===== config.mk =====
export PLATFORM = sky130hd
export DESIGN_NAME = pipe_hazard_ctrl
export DESIGN_NICKNAME = d
export VERILOG_FILES = /design/src/rtl/pipe_ctrl_pkg.sv /design/src/rtl/raw_detect.sv /design/src/rtl/pipe_hazard_ctrl.sv
export SDC_FILE = /design/constraint.sdc
export NUM_CORES = 1
export LEC_CHECK = 0
export CELL_PAD_IN_SITES_DETAIL_PLACEMENT = 0
export CELL_PAD_IN_SITES_GLOBAL_PLACEMENT = 1
export CORE_MARGIN = 2
export CORE_UTILIZATION = 49
export CTS_CLUSTER_DIAMETER = 80
export DETAILED_ROUTE_END_ITERATION = 16
export DONT_BUFFER_PORTS = 1
export PLACE_DENSITY = 0.82
export SETUP_SLACK_MARGIN = 0.3
export SYNTH_ARGS = -nofsm -noshare
export SYNTH_HDL_FRONTEND = slang
export SYNTH_SLANG_ARGS = --single-unit

===== constraint.sdc =====
create_clock -name clk -period 3.1 [get_ports clk]
set_input_delay 0.62 -clock clk [delete_from_list [all_inputs] [get_ports clk]]
set_output_delay 0.62 -clock clk [all_outputs]
set_load 0.1 [all_outputs]

===== src/rtl/pipe_ctrl_pkg.sv =====
// Shared definitions for the pipeline hazard controller.
//   ctrl_state_e  : sequencer states (RUN, DRAIN, DUMP, HALTED)
//   REG_W         : register-number width
//   DEF_DRAIN_CYC : default cycles for a HALT in ID/EX to retire past WB
package pipe_ctrl_pkg;

  localparam int unsigned REG_W         = 3;
  localparam int unsigned DEF_DRAIN_CYC = 3;

  typedef enum logic [1:0] {
    RUN    = 2'd0,
    DRAIN  = 2'd1,
    DUMP   = 2'd2,
    HALTED = 2'd3
  } ctrl_state_e;

endpackage


===== src/rtl/raw_detect.sv =====
// Combinational read-after-write detector.
// Flags when a register read in ID is the destination of an in-flight
// instruction in ID/EX or EX/MEM. MEM/WB producers are not checked because
// the register file forwards a same-cycle write to the read port.
//   id_rs/id_rt (+_valid)      : source registers of the ID instruction
//   idex_wreg/idex_regwrite    : producer in ID/EX
//   exmem_wreg/exmem_regwrite  : producer in EX/MEM
//   raw                        : hazard present
module raw_detect
  import pipe_ctrl_pkg::*;
(
  input  logic [REG_W-1:0] id_rs,
  input  logic [REG_W-1:0] id_rt,
  input  logic             id_rs_valid,
  input  logic             id_rt_valid,
  input  logic [REG_W-1:0] idex_wreg,
  input  logic             idex_regwrite,
  input  logic [REG_W-1:0] exmem_wreg,
  input  logic             exmem_regwrite,
  output logic             raw
);

  logic rs_hit;
  logic rt_hit;

  always_comb begin
    rs_hit = id_rs_valid &
             (((id_rs == idex_wreg)  & idex_regwrite) |
              ((id_rs == exmem_wreg) & exmem_regwrite));
    rt_hit = id_rt_valid &
             (((id_rt == idex_wreg)  & idex_regwrite) |
              ((id_rt == exmem_wreg) & exmem_regwrite));
    raw    = rs_hit | rt_hit;
  end

endmodule


===== src/rtl/pipe_hazard_ctrl.sv =====
// Stall/flush/halt sequencer for the five-stage IF/ID/EX/MEM/WB pipeline.
// Latch controls are combinational from the registered state and current
// inputs. A HALT in ID is let into ID/EX, the pipe drains for DRAIN_CYC
// cycles, a one-cycle dump strobe fires, then everything stays stopped
// until reset.
//   clk, rst (async, active-low)
//   id_*                : ID-stage register reads and HALT flag
//   idex_*, exmem_*     : in-flight destination registers
//   ex_redirect         : taken branch/jump resolved in EX
//   mem_busy            : data memory stall
//   pc_we, if_id_we, if_id_flush, id_ex_we, id_ex_bubble,
//   ex_mem_we, mem_wb_we: pipeline latch controls
//   dump, halted        : halt sequencing status
//   stall_cnt           : saturating count of RUN cycles with pc_we=0
module pipe_hazard_ctrl
  import pipe_ctrl_pkg::*;
#(
  parameter int unsigned CNT_W     = 16,
  parameter int unsigned DRAIN_CYC = DEF_DRAIN_CYC
) (
  input  logic             clk,
  input  logic             rst,
  input  logic [REG_W-1:0] id_rs,
  input  logic [REG_W-1:0] id_rt,
  input  logic             id_rs_valid,
  input  logic             id_rt_valid,
  input  logic             id_halt,
  input  logic [REG_W-1:0] idex_wreg,
  input  logic             idex_regwrite,
  input  logic [REG_W-1:0] exmem_wreg,
  input  logic             exmem_regwrite,
  input  logic             ex_redirect,
  input  logic             mem_busy,
  output logic             pc_we,
  output logic             if_id_we,
  output logic             if_id_flush,
  output logic             id_ex_we,
  output logic             id_ex_bubble,
  output logic             ex_mem_we,
  output logic             mem_wb_we,
  output logic             dump,
  output logic             halted,
  output logic [CNT_W-1:0] stall_cnt
);

  localparam int unsigned DW = (DRAIN_CYC > 1) ? $clog2(DRAIN_CYC) : 1;

  ctrl_state_e   state;
  logic [DW-1:0] drain_cnt;
  logic          raw;

  raw_detect u_raw_detect (
    .id_rs          (id_rs),
    .id_rt          (id_rt),
    .id_rs_valid    (id_rs_valid),
    .id_rt_valid    (id_rt_valid),
    .idex_wreg      (idex_wreg),
    .idex_regwrite  (idex_regwrite),
    .exmem_wreg     (exmem_wreg),
    .exmem_regwrite (exmem_regwrite),
    .raw            (raw)
  );

  always_comb begin
    pc_we        = 1'b0;
    if_id_we     = 1'b0;
    if_id_flush  = 1'b0;
    id_ex_we     = 1'b0;
    id_ex_bubble = 1'b0;
    ex_mem_we    = 1'b0;
    mem_wb_we    = 1'b0;
    dump         = 1'b0;
    halted       = 1'b0;
    unique case (state)
      RUN: begin
        if (mem_busy) begin
          // whole pipe frozen; defaults already hold every latch
        end else if (ex_redirect) begin
          pc_we        = 1'b1;
          if_id_we     = 1'b1;
          if_id_flush  = 1'b1;
          id_ex_we     = 1'b1;
          id_ex_bubble = 1'b1;
          ex_mem_we    = 1'b1;
          mem_wb_we    = 1'b1;
        end else if (raw) begin
          id_ex_we     = 1'b1;
          id_ex_bubble = 1'b1;
          ex_mem_we    = 1'b1;
          mem_wb_we    = 1'b1;
        end else if (id_halt) begin
          // HALT moves into ID/EX; fetch stops behind it
          id_ex_we  = 1'b1;
          ex_mem_we = 1'b1;
          mem_wb_we = 1'b1;
        end else begin
          pc_we     = 1'b1;
          if_id_we  = 1'b1;
          id_ex_we  = 1'b1;
          ex_mem_we = 1'b1;
          mem_wb_we = 1'b1;
        end
      end
      DRAIN: begin
        if (!mem_busy) begin
          id_ex_we     = 1'b1;
          id_ex_bubble = 1'b1;
          ex_mem_we    = 1'b1;
          mem_wb_we    = 1'b1;
        end
      end
      DUMP:   dump   = 1'b1;
      HALTED: halted = 1'b1;
    endcase
  end

  always_ff @(posedge clk or negedge rst) begin
    if (!rst) begin
      state     <= RUN;
      drain_cnt <= '0;
      stall_cnt <= '0;
    end else begin
      unique case (state)
        RUN: begin
          if (!pc_we && (stall_cnt != '1))
            stall_cnt <= stall_cnt + CNT_W'(1);
          if (!mem_busy && !ex_redirect && !raw && id_halt) begin
            state     <= DRAIN;
            drain_cnt <= DW'(DRAIN_CYC - 1);
          end
        end
        DRAIN: begin
          if (!mem_busy) begin
            if (drain_cnt == '0)
              state <= DUMP;
            else
              drain_cnt <= drain_cnt - DW'(1);
          end
        end
        DUMP:   state <= HALTED;
        HALTED: state <= HALTED;
      endcase
    end
  end

endmodule


==> out/results.ini <==
[outcome]
status = completed

[worst_setup_path]
ff2ff_path_depth = 7
r2r_start = stall_cnt[2]
path_max_fanout = 3
reg2reg_to = stall_cnt[1]
r2r_slack_ns = 1.10
arrival_ns = 1.66
critPathRequiredTime_ns = 2.48
startpoint = exmem_wreg[1]
crit_path_end = if_id_we
worstSetupEndpointType = output port
worstSetupPathType = input pin to output port
critPathLaunchType = input pin

[pwr]
peakVddDrop_uv = 601
leakagePower_nw = 0.717
power.density_nw_per_um2 = 757

[flow_run]
drv_cap = 0

[sta]
setup_violations = 0
fin_crit_ns = 2.28
relSlewSlack = 0.199
skew_ns = 0.00716
fmax_ghz = 0.438
tns_ns = 0
hold_viol = 0
tightest_slew_ns = 1.19
rsz0062_at_grt = false
setup_ws_ns = 0.817
finalCritPeriodShare = 0.737
slew_violations = 0

[cells_and_area]
nets = 172
stdcell_count = 178
multi_input_area_um2 = 714
seq_area_um2 = 500
final_core_util = 0.622
final_common_cell = buf_4
area_growth_pct = 22.0
drive_above_1_share = 0.250
final_cell_mix = buf_4 (21), dfrtp_1 (20), xor2_1 (14)
antenna_cells = 0
fill_cells = 213

[clock_tree]
clk_pin_slew_ns = 0.11
cts_tree = done
root_buffer = clkbuf_4
clock_sinks = 20
h-tree-depth = 1
clock_latency_ns = 0.31
clockBufferDepth = 2
cts_buffers = 3
cts_setup_buffers = 0

[global_routing]
grt_pass1_vias = 910
grt_pass1_wl_um = 3770
grt_usage = 0.181
overflow = 0
grt_max_degree = 21
antenna_found_initial = 0

[synth]
syn_area_per_cell_um2 = 9.71
ys_seq_area_frac = 0.400
syn_nets = 152
yosysWarnings = 0
syn-cell-area_um2 = 1250
synth_cell_types = 39
ys_ff_latch = 20
syn_inst = 129

[die]
rows = 18
chipWidth_um = 54.6
core_um2 = 2450
fp.dieH_um = 54.6
floorplan.die_area_um2 = 2980
ios = 46
start_util = 0.510

[place]
gp_congestion = 0.765
hpwl_um = 1960
portBuffers = 0
dp.cells = 173
dpl_worst_slack_ns = 0.578

[min_path]
hp-class = register to register

[drt]
wl_per_cell_um = 14.3
drtIter0Drc = 13
drc_errors = 0
wirelength_um = 2550
vias = 1019
dr.pass1.iters = 4
final_antenna_net_count = 0
vias_per_cell = 5.72

## timing repair
item | CTS | global route
hold buffers | 1 | 0
endpoints found under the hold margin | 20 | 0
gates resized for setup | 0 | 0
## cells by family (layout without fill, tap and decap cells)
logic type                 count (synthesis)  after routing  share of synthesized area
AOI/OAI and AO/OA                         14             14                     0.0869
xor gates and xnor gates                  27             27                      0.189
adders and majority gates                  2              2                     0.0200
buffers and inverters                     13             32                     0.0579
DFF                                       20             20                      0.400
muxes                                      1              1                    0.00899
and+or+nand+nor                           52             52                      0.238
## final cells by class
type | instances | share of cell area
multi-input cells | 96 | 0.468
flip-flops and latches | 20 | 0.328
repair buffers | 24 | 0.136
well taps | 30 | 0.0246
clock inverters | 1 | 0.0197
clock buffers | 3 | 0.0147
inverters | 4 | 0.00983
## where the power goes
group          leakage (nW)  switching (W)  internal (W)  total [W]
sequential            0.259      0.0000407      0.000304   0.000344
clock                0.0279      0.0000825      0.000131   0.000213
combinational         0.430       0.000449      0.000149   0.000599
total                 0.717       0.000573      0.000584    0.00116
## Yosys cell counts
master,number,area (µm²)
dfrtp_1,20,500
xor2_1,14,123
xnor2_1,13,114
nor3_1,8,40.0
nand4_1,7,43.8
nand2_1,6,22.5
nand3_1,6,30.0
nor2_1,5,18.8
inv_1,4,15.0
nor4_1,4,25.0
and3_1,3,18.8
buf_4,3,22.5
a21boi_2,2,22.5
and2_1,2,12.5
buf_2,2,10.0
clkbuf_1,2,7.51
ha_1,2,25.0
nor2b_1,2,12.5
nor3b_1,2,15.0
nor4b_1,2,17.5
o21ai_0,2,10.0
a211oi_1,1,7.51
a21o_1,1,7.51
a21oi_1,1,5.00
a221oi_1,1,8.76
a22o_1,1,8.76
a31o_2,1,8.76
and4_1,1,8.76
buf_1,1,3.75
clkbuf_8,1,13.8
mux2_2,1,11.3
nor4_2,1,12.5
o21ai_1,1,5.00
o21bai_1,1,7.51
o22ai_1,1,6.26
o41a_1,1,11.3
or2_2,1,6.26
or3_1,1,6.26
or4_1,1,7.51
## sequential cells by signal, summed over array words and instances, names as in the netlist
name / flops
state: 2
stall_cnt: 16
drain_cnt: 2
## how the worst min path moves through the flow
stage,from,end,cells past startpoint
after floorplan,rst,drain_cnt[0],0
after global placement,rst,stall_cnt[12],0
after detailed placement,rst,stall_cnt[12],0
after CTS,stall_cnt[8],stall_cnt[8],1
after global routing,stall_cnt[8],stall_cnt[8],1
final,stall_cnt[8],stall_cnt[8],1
## layer usage
layer	global-route usage	share of wire	vias to the layer above	routed length (µm)
li1	-	-	493	-
met1	0.212	0.43	489	1090
met2	0.293	0.47	32	1200
met3	0.0792	0.089	5	228
met4	0.0625	0.014	0	35
met5	0	0	-	0
## worst max-delay path: stages
cell and delay [ns]:
xnor2_1 0.15, nand4_1 0.14, a21boi_2 0.21, nor2_1 0.10, a31o_4 0.24, buf_12 0.19
## per-stage QoR
stage                     total power, W  instance area, µm²  hold slack, ns
after floorplan                 0.000844                1280           0.324
final                            0.00116                1530           0.519
after global placement          0.000928                1470           0.325
after detailed placement        0.000943                1470           0.325
after CTS                        0.00117                1530           0.523
after global routing             0.00121                1530           0.533
No activity file was read; power rests on OpenSTA's default activity.
